File: config.mk
export PLATFORM = sky130hd
export DESIGN_NAME = dwa_rotator
export DESIGN_NICKNAME = d
export VERILOG_FILES = /design/src/rtl/dwa_pkg.sv /design/src/rtl/count2thermometer.sv /design/src/rtl/dwa_rotator.sv
export SDC_FILE = /design/constraint.sdc
export NUM_CORES = 1
export LEC_CHECK = 0
export ABC_AREA = 1
export BUFFER_PORTS_ARGS = -buffer_cell sky130_fd_sc_hd__buf_2
export CAP_MARGIN = 20
export CORE_MARGIN = 2
export CORE_UTILIZATION = 43
export CTS_CLUSTER_DIAMETER = 120
export DETAILED_ROUTE_END_ITERATION = 8
export PLACE_DENSITY = 0.7
export SLEW_MARGIN = 5
export SYNTH_ARGS = -nofsm -noshare
export SYNTH_HDL_FRONTEND = slang
export SYNTH_SLANG_ARGS = --single-unit
File: constraint.sdc
create_clock -name clk -period 1.19 [get_ports clk]
set_input_delay 0.119 -clock clk [delete_from_list [all_inputs] [get_ports clk]]
set_output_delay 0.119 -clock clk [all_outputs]
set_load 0.02 [all_outputs]
File: src/rtl/dwa_pkg.sv
// Shared widths and the mod-WIDTH rotation helper for the DWA rotator.
package dwa_pkg;

    localparam int unsigned MaxWidth = 64;
    localparam int unsigned MaxIdxW  = 6;

    function automatic int unsigned cnt_w(input int unsigned width);
        return unsigned'($clog2(width + 1));
    endfunction

    function automatic int unsigned ptr_w(input int unsigned width);
        return (width > 2) ? unsigned'($clog2(width)) : 1;
    endfunction

    // Left-rotate the low 'width' bits of mask by amount (amount < width), wrapping at width.
    function automatic logic [MaxWidth-1:0] rotl(input logic [MaxWidth-1:0] mask,
                                                  input logic [MaxIdxW-1:0]  amount,
                                                  input logic [MaxIdxW:0]    width);
        logic [MaxWidth-1:0] r;
        logic [MaxIdxW:0]    j;
        r = '0;
        for (int i = 0; i < MaxWidth; i++) begin
            if (i < int'(width)) begin
                j = (MaxIdxW + 1)'(i) + {1'b0, amount};
                if (j >= width) begin
                    j = j - width;
                end
                r[j[MaxIdxW-1:0]] = mask[i[MaxIdxW-1:0]];
            end
        end
        return r;
    endfunction

endpackage

File: src/rtl/count2thermometer.sv
// Clamps a unit count to WIDTH and expands it into an LSB-first thermometer mask.
module count2thermometer
    import dwa_pkg::*;
#(
    parameter  int unsigned WIDTH = 4,
    localparam int unsigned CW    = cnt_w(WIDTH)
) (
    input  logic [CW-1:0]    count,
    output logic [WIDTH-1:0] therm,
    output logic [CW-1:0]    count_clamped,
    output logic             sat
);

    assign sat           = count > CW'(WIDTH);
    assign count_clamped = sat ? CW'(WIDTH) : count;

    for (genvar g = 0; g < WIDTH; g++) begin : g_therm
        assign therm[g] = CW'(g) < count_clamped;
    end

endmodule

File: src/rtl/dwa_rotator.sv
// Data-weighted-averaging rotator: rotates a thermometer mask by a running pointer and
// registers the result behind a single-stage valid/ready handshake.
module dwa_rotator
    import dwa_pkg::*;
#(
    parameter  int unsigned WIDTH  = 4,
    parameter  bit          ROTATE = 1'b1,
    localparam int unsigned CW     = cnt_w(WIDTH),
    localparam int unsigned PW     = ptr_w(WIDTH)
) (
    input  logic             clk,
    input  logic             rst_n,
    input  logic             ptr_clr,
    input  logic             in_valid,
    output logic             in_ready,
    input  logic [CW-1:0]    in_count,
    output logic             out_valid,
    input  logic             out_ready,
    output logic [WIDTH-1:0] out_sel,
    output logic [PW-1:0]    out_ptr,
    output logic             out_sat
);

    logic [WIDTH-1:0]    therm;
    logic [CW-1:0]       c;
    logic                sat;
    logic                accept;
    logic [PW-1:0]       ptr_q, ptr_d;
    logic [PW-1:0]       p_eff;
    logic [PW:0]         sum;
    logic [PW-1:0]       ptr_next;
    logic [MaxWidth-1:0] rot_full;
    logic [WIDTH-1:0]    sel_next;
    logic                valid_q;
    logic [WIDTH-1:0]    sel_q;
    logic [PW-1:0]       optr_q;
    logic                sat_q;

    count2thermometer #(
        .WIDTH (WIDTH)
    ) u_therm (
        .count         (in_count),
        .therm         (therm),
        .count_clamped (c),
        .sat           (sat)
    );

    assign in_ready = !valid_q || out_ready;
    assign accept   = in_valid && in_ready;
    assign p_eff    = (ptr_clr || !ROTATE) ? '0 : ptr_q;

    // p + c < 2*WIDTH, so one conditional subtract gives the modulo without a power-of-two width.
    assign sum      = {1'b0, p_eff} + (PW + 1)'(c);
    assign ptr_next = (sum >= (PW + 1)'(WIDTH)) ? PW'(sum - (PW + 1)'(WIDTH)) : sum[PW-1:0];

    assign rot_full = rotl(MaxWidth'(therm), MaxIdxW'(p_eff), (MaxIdxW + 1)'(WIDTH));
    assign sel_next = rot_full[WIDTH-1:0];

    if (WIDTH < MaxWidth) begin : g_unused
        logic unused_rot;
        assign unused_rot = ^rot_full[MaxWidth-1:WIDTH];
    end

    always_comb begin
        ptr_d = ptr_q;
        if (accept) begin
            ptr_d = ROTATE ? ptr_next : '0;
        end else if (ptr_clr) begin
            ptr_d = '0;
        end
    end

    always_ff @(posedge clk or negedge rst_n) begin
        if (!rst_n) begin
            ptr_q   <= '0;
            valid_q <= 1'b0;
            sel_q   <= '0;
            optr_q  <= '0;
            sat_q   <= 1'b0;
        end else begin
            ptr_q <= ptr_d;
            if (accept) begin
                valid_q <= 1'b1;
                sel_q   <= sel_next;
                optr_q  <= p_eff;
                sat_q   <= sat;
            end else if (out_ready) begin
                valid_q <= 1'b0;
            end
        end
    end

    assign out_valid = valid_q;
    assign out_sel   = sel_q;
    assign out_ptr   = optr_q;
    assign out_sat   = sat_q;

endmodule

==> summary.md <==
| Metric | Value |
|---|---|
| Achievable clock frequency | `0.875 GHz` |
| Number of filler cells placed in the layout | `between 100 and 150` |
| Setup Skew | `3.18 ps` |
| Max-slew headroom at the worst pin | `0.840` |
| Final core utilization | `0.602` |
| Required arrival time at the worst endpoint | `1340 ps` |
| Power density relative to cell area | `1190 nW/um2` |
| Clock buffer depth | `2` |
| Inserted Diodes | `0` |
| Per-instance average area after synthesis | `7.32 um2` |
| Standard cell core area | `1330 um2` |
| Cells after synthesis | `85` |
| Setup slack, reg-to-reg | `50 ps` |
| DRC Markers | `0` |
| Origin of the critical flop-to-flop path | `ptr_q[0]` |
| Setup Fix Bufs, Post-CTS | `0` |
| Clock transition at the register clock pins on the worst setup and hold paths after CTS | `about 60 ps` |
| Simple-gate portion of the synthesized area | `0.404` |
| Area delta synth->final | `29.2%` |
| Count of yosys warnings during synthesis | `0` |
| Hold_ws | `150 ps` |
| Clock root buffer master | `sky130_fd_sc_hd__clkbuf_4` |
| Final global-route overflow total | `0` |
| Post-DRT Antenna Nets | `0` |
| Critical path type | `reg -> reg` |
| Post-synthesis mux area share | `0` |
| Global-route wire length before repair | `2500 um` |
| Aggregate routed wire length | `1450 um` |
| Final #Nets | `120` |
| Final critical path time including I/O delays and setup | `1140 ps` |
| #FFs+latches synth | `10` |
| Antenna violations before repair | `0` |
| Synth Net Count | `94` |
| Fraction of final layout cells with drive strength greater than 1 | `0.413` |
| Inserted Clock Buffers | `3` |
| Sort of element at the start of the critical path | `register` |
| I/O pins | `17` |
| Leading cell types in the layout, fill and taps excluded | `sky130_fd_sc_hd__nand2_1 (30), sky130_fd_sc_hd__buf_2 (16), sky130_fd_sc_hd__dfrtp_1 (10)` |
| Hold Path Origin | `out_ready` |
| Transition time at the pin with the least slew margin | `239 ps` |
| Average wire per standard cell | `11.7 um` |
| Floorplan die area | `about 1800 um2` |
| Routed via count divided by cell count | `between 5 and 6` |
| Path category of the worst min-delay check | `in -> reg` |
| Static leakage power | `0.000424 uW` |
| Max-capacitance violation count | `0` |
| GRT Total Usage | `0.187` |
| Result of the run | `completed` |
| Number of global-route vias before repair | `617` |
| Reg-to-reg critical path endpoint | `ptr_q[1]` |
| CTS tree | `built` |
| Iteration count of the initial detailed-routing pass | `4` |
| Die boundary width | `42.0 um` |
| CP endpoint kind | `register` |
| DR vias | `about 640` |
| Total of endpoints with negative setup slack in the final report | `0` |
| WP data arrival | `~1300 ps` |
| Initial drt markers | `18` |
| Depth of the worst register-to-register path | `6` |
| Final weighted congestion of routability-driven global placement | `0.869` |
| Pin count of the biggest net entering global routing | `13` |
| Final count of hold timing violations | `0` |
| Port Buffer Count | `16` |
| Site row count | `13` |
| Clock insertion delay at the later pin of the skew report | `260 ps` |
| Cell depth of the worst min-delay path | `4` |
| Proportion of synthesized chip area in sequential cells | `0.402` |
| Commonest non-fill, non-tap cell in the layout | `sky130_fd_sc_hd__nand2_1` |
| Number of sinks on the clock net | `10` |
| Area of the mapped netlist | `622 um2` |
| Terminating pin of the worst hold path | `out_valid` |
| CP Max Fanout | `2` |
| Adder-cell share of the synthesized area | `0.0201` |
| Initial standard-cell utilization of the core | `0.466` |
| Setup repair after global routing missed its margin | `true` |
| Height of the chip | `42.0 um` |
| Period Utilization, post-route | `0.961` |
| Post-synthesis compound-gate area fraction | `0.0805` |
| Dominant combinational cell family by area after synthesis | `simple AND/OR/NAND/NOR gates` |
| Xor/xnor cell area share of the yosys netlist | `0.0141` |
| Deepest level of the CTS H-tree | `1` |
| Post-DP HPWL | `1110 um` |
| Peak ir drop on the vdd network | `between 0.5 and 0.6 mV` |
| Final max-slew violation count | `0` |
| Count of cell types in the netlist | `20` |
-- area by class of cell --
type,instances,area [um2],area share
Tap cell,15,18.8,0.0234
Inverter,10,37.5,0.0467
Multi-Input combinational cell,64,347,0.431
Clock buffer,3,22.5,0.0280
Sequential cell,10,250,0.312
Timing Repair Buffer,22,128,0.159
-- cells by family after synthesis --
family,Yosys count
AND/OR/NAND/NOR,53
flip-flops,10
XOR/XNOR,1
adder cells (fa/ha/maj),1
AO/OA/AOI/OAI,9
buffers and inverters,11
-- critical path: stages (launching register included) --
cell and delay, ps:
sky130_fd_sc_hd__dfrtp_1 370, sky130_fd_sc_hd__inv_2 60, sky130_fd_sc_hd__nor2_4 90, sky130_fd_sc_hd__ha_2 180, sky130_fd_sc_hd__o21bai_4 110, sky130_fd_sc_hd__nand3_2 80
sky130_fd_sc_hd__xor2_1 140
-- state kept, by name, summed over array words and instances, names as in the netlist --
signal     count
out_sat        1
out_sel        4
ptr_q          2
out_valid      1
out_ptr        2
-- per-layer routing --
| metal | global-route usage | vias up | share of wire |
|---|---|---|---|
| met1 | 0.221 | 289 | 0.44 |
| met3 | 0.0388 | 3 | 0.044 |
| met4 | 0.100 | 0 | 0.010 |
| met5 | 0 | - | 0 |
| li1 | - | 319 | - |
| met2 | 0.316 | 27 | 0.51 |
-- synth_stat cells --
library cell / number / share of area
sky130_fd_sc_hd__o21ai_0: 3 / 0.024
sky130_fd_sc_hd__nand3_2: 1 / 0.016
sky130_fd_sc_hd__a21oi_1: 1 / 0.0080
sky130_fd_sc_hd__nor2_1: 4 / 0.024
sky130_fd_sc_hd__dfrtp_1: 10 / 0.40
sky130_fd_sc_hd__xor2_1: 1 / 0.014
sky130_fd_sc_hd__nand4_1: 1 / 0.010
sky130_fd_sc_hd__a31oi_1: 2 / 0.020
sky130_fd_sc_hd__o21ai_1: 2 / 0.016
sky130_fd_sc_hd__buf_6: 1 / 0.018
sky130_fd_sc_hd__ha_1: 1 / 0.020
sky130_fd_sc_hd__nor2_2: 5 / 0.050
sky130_fd_sc_hd__nor2_4: 1 / 0.018
sky130_fd_sc_hd__nand3_1: 7 / 0.056
sky130_fd_sc_hd__nand2_4: 1 / 0.018
sky130_fd_sc_hd__nand2_1: 30 / 0.18
sky130_fd_sc_hd__inv_2: 7 / 0.042
sky130_fd_sc_hd__o21bai_1: 1 / 0.012
sky130_fd_sc_hd__inv_1: 3 / 0.018
sky130_fd_sc_hd__nand2_2: 3 / 0.030
-- metrics by stage --
step                area (um2)  setup slack, ps  total power [uW]  TNS [ps]  std cells
detailed placement         747            -46.8               727     -46.8        120
floorplan                  622             31.0               615         0         85
CTS                        779             3.63               952         0        124
global placement           747             66.4               718         0        120
finish                     803             46.9               953         0        124
global route               803            -3.46              1020     -3.46        124
-- how the worst max path moves through the flow --
stage	depth (start not counted)	endpoint	slack [ps]	startpoint
2_1_floorplan	6	ptr_q[1]	30	ptr_q[0]
5_1_grt	6	ptr_q[1]	-3	ptr_q[0]
4_1_cts	6	ptr_q[1]	4	ptr_q[0]
3_3_place_gp	6	ptr_q[1]	70	ptr_q[0]
3_5_place_dp	8	ptr_q[1]	-50	in_count[0]
6_report	6	ptr_q[1]	50	ptr_q[0]
-- where the power goes --
part | total, uW | internal (uW) | switching, uW
Combinational | 319 | 116 | 203
Clock | 219 | 116 | 103
Sequential | 415 | 388 | 27.3
-- what timing repair did --
| item | in CTS | in global routing |
|---|---|---|
| hold buffers | 1 | 0 |
| setup endpoints to repair | 0 | 2 |
| endpoints found under the hold margin | 10 | 0 |
| gates resized for setup | 0 | 5 |
No activity file was read; power rests on OpenSTA's default activity.
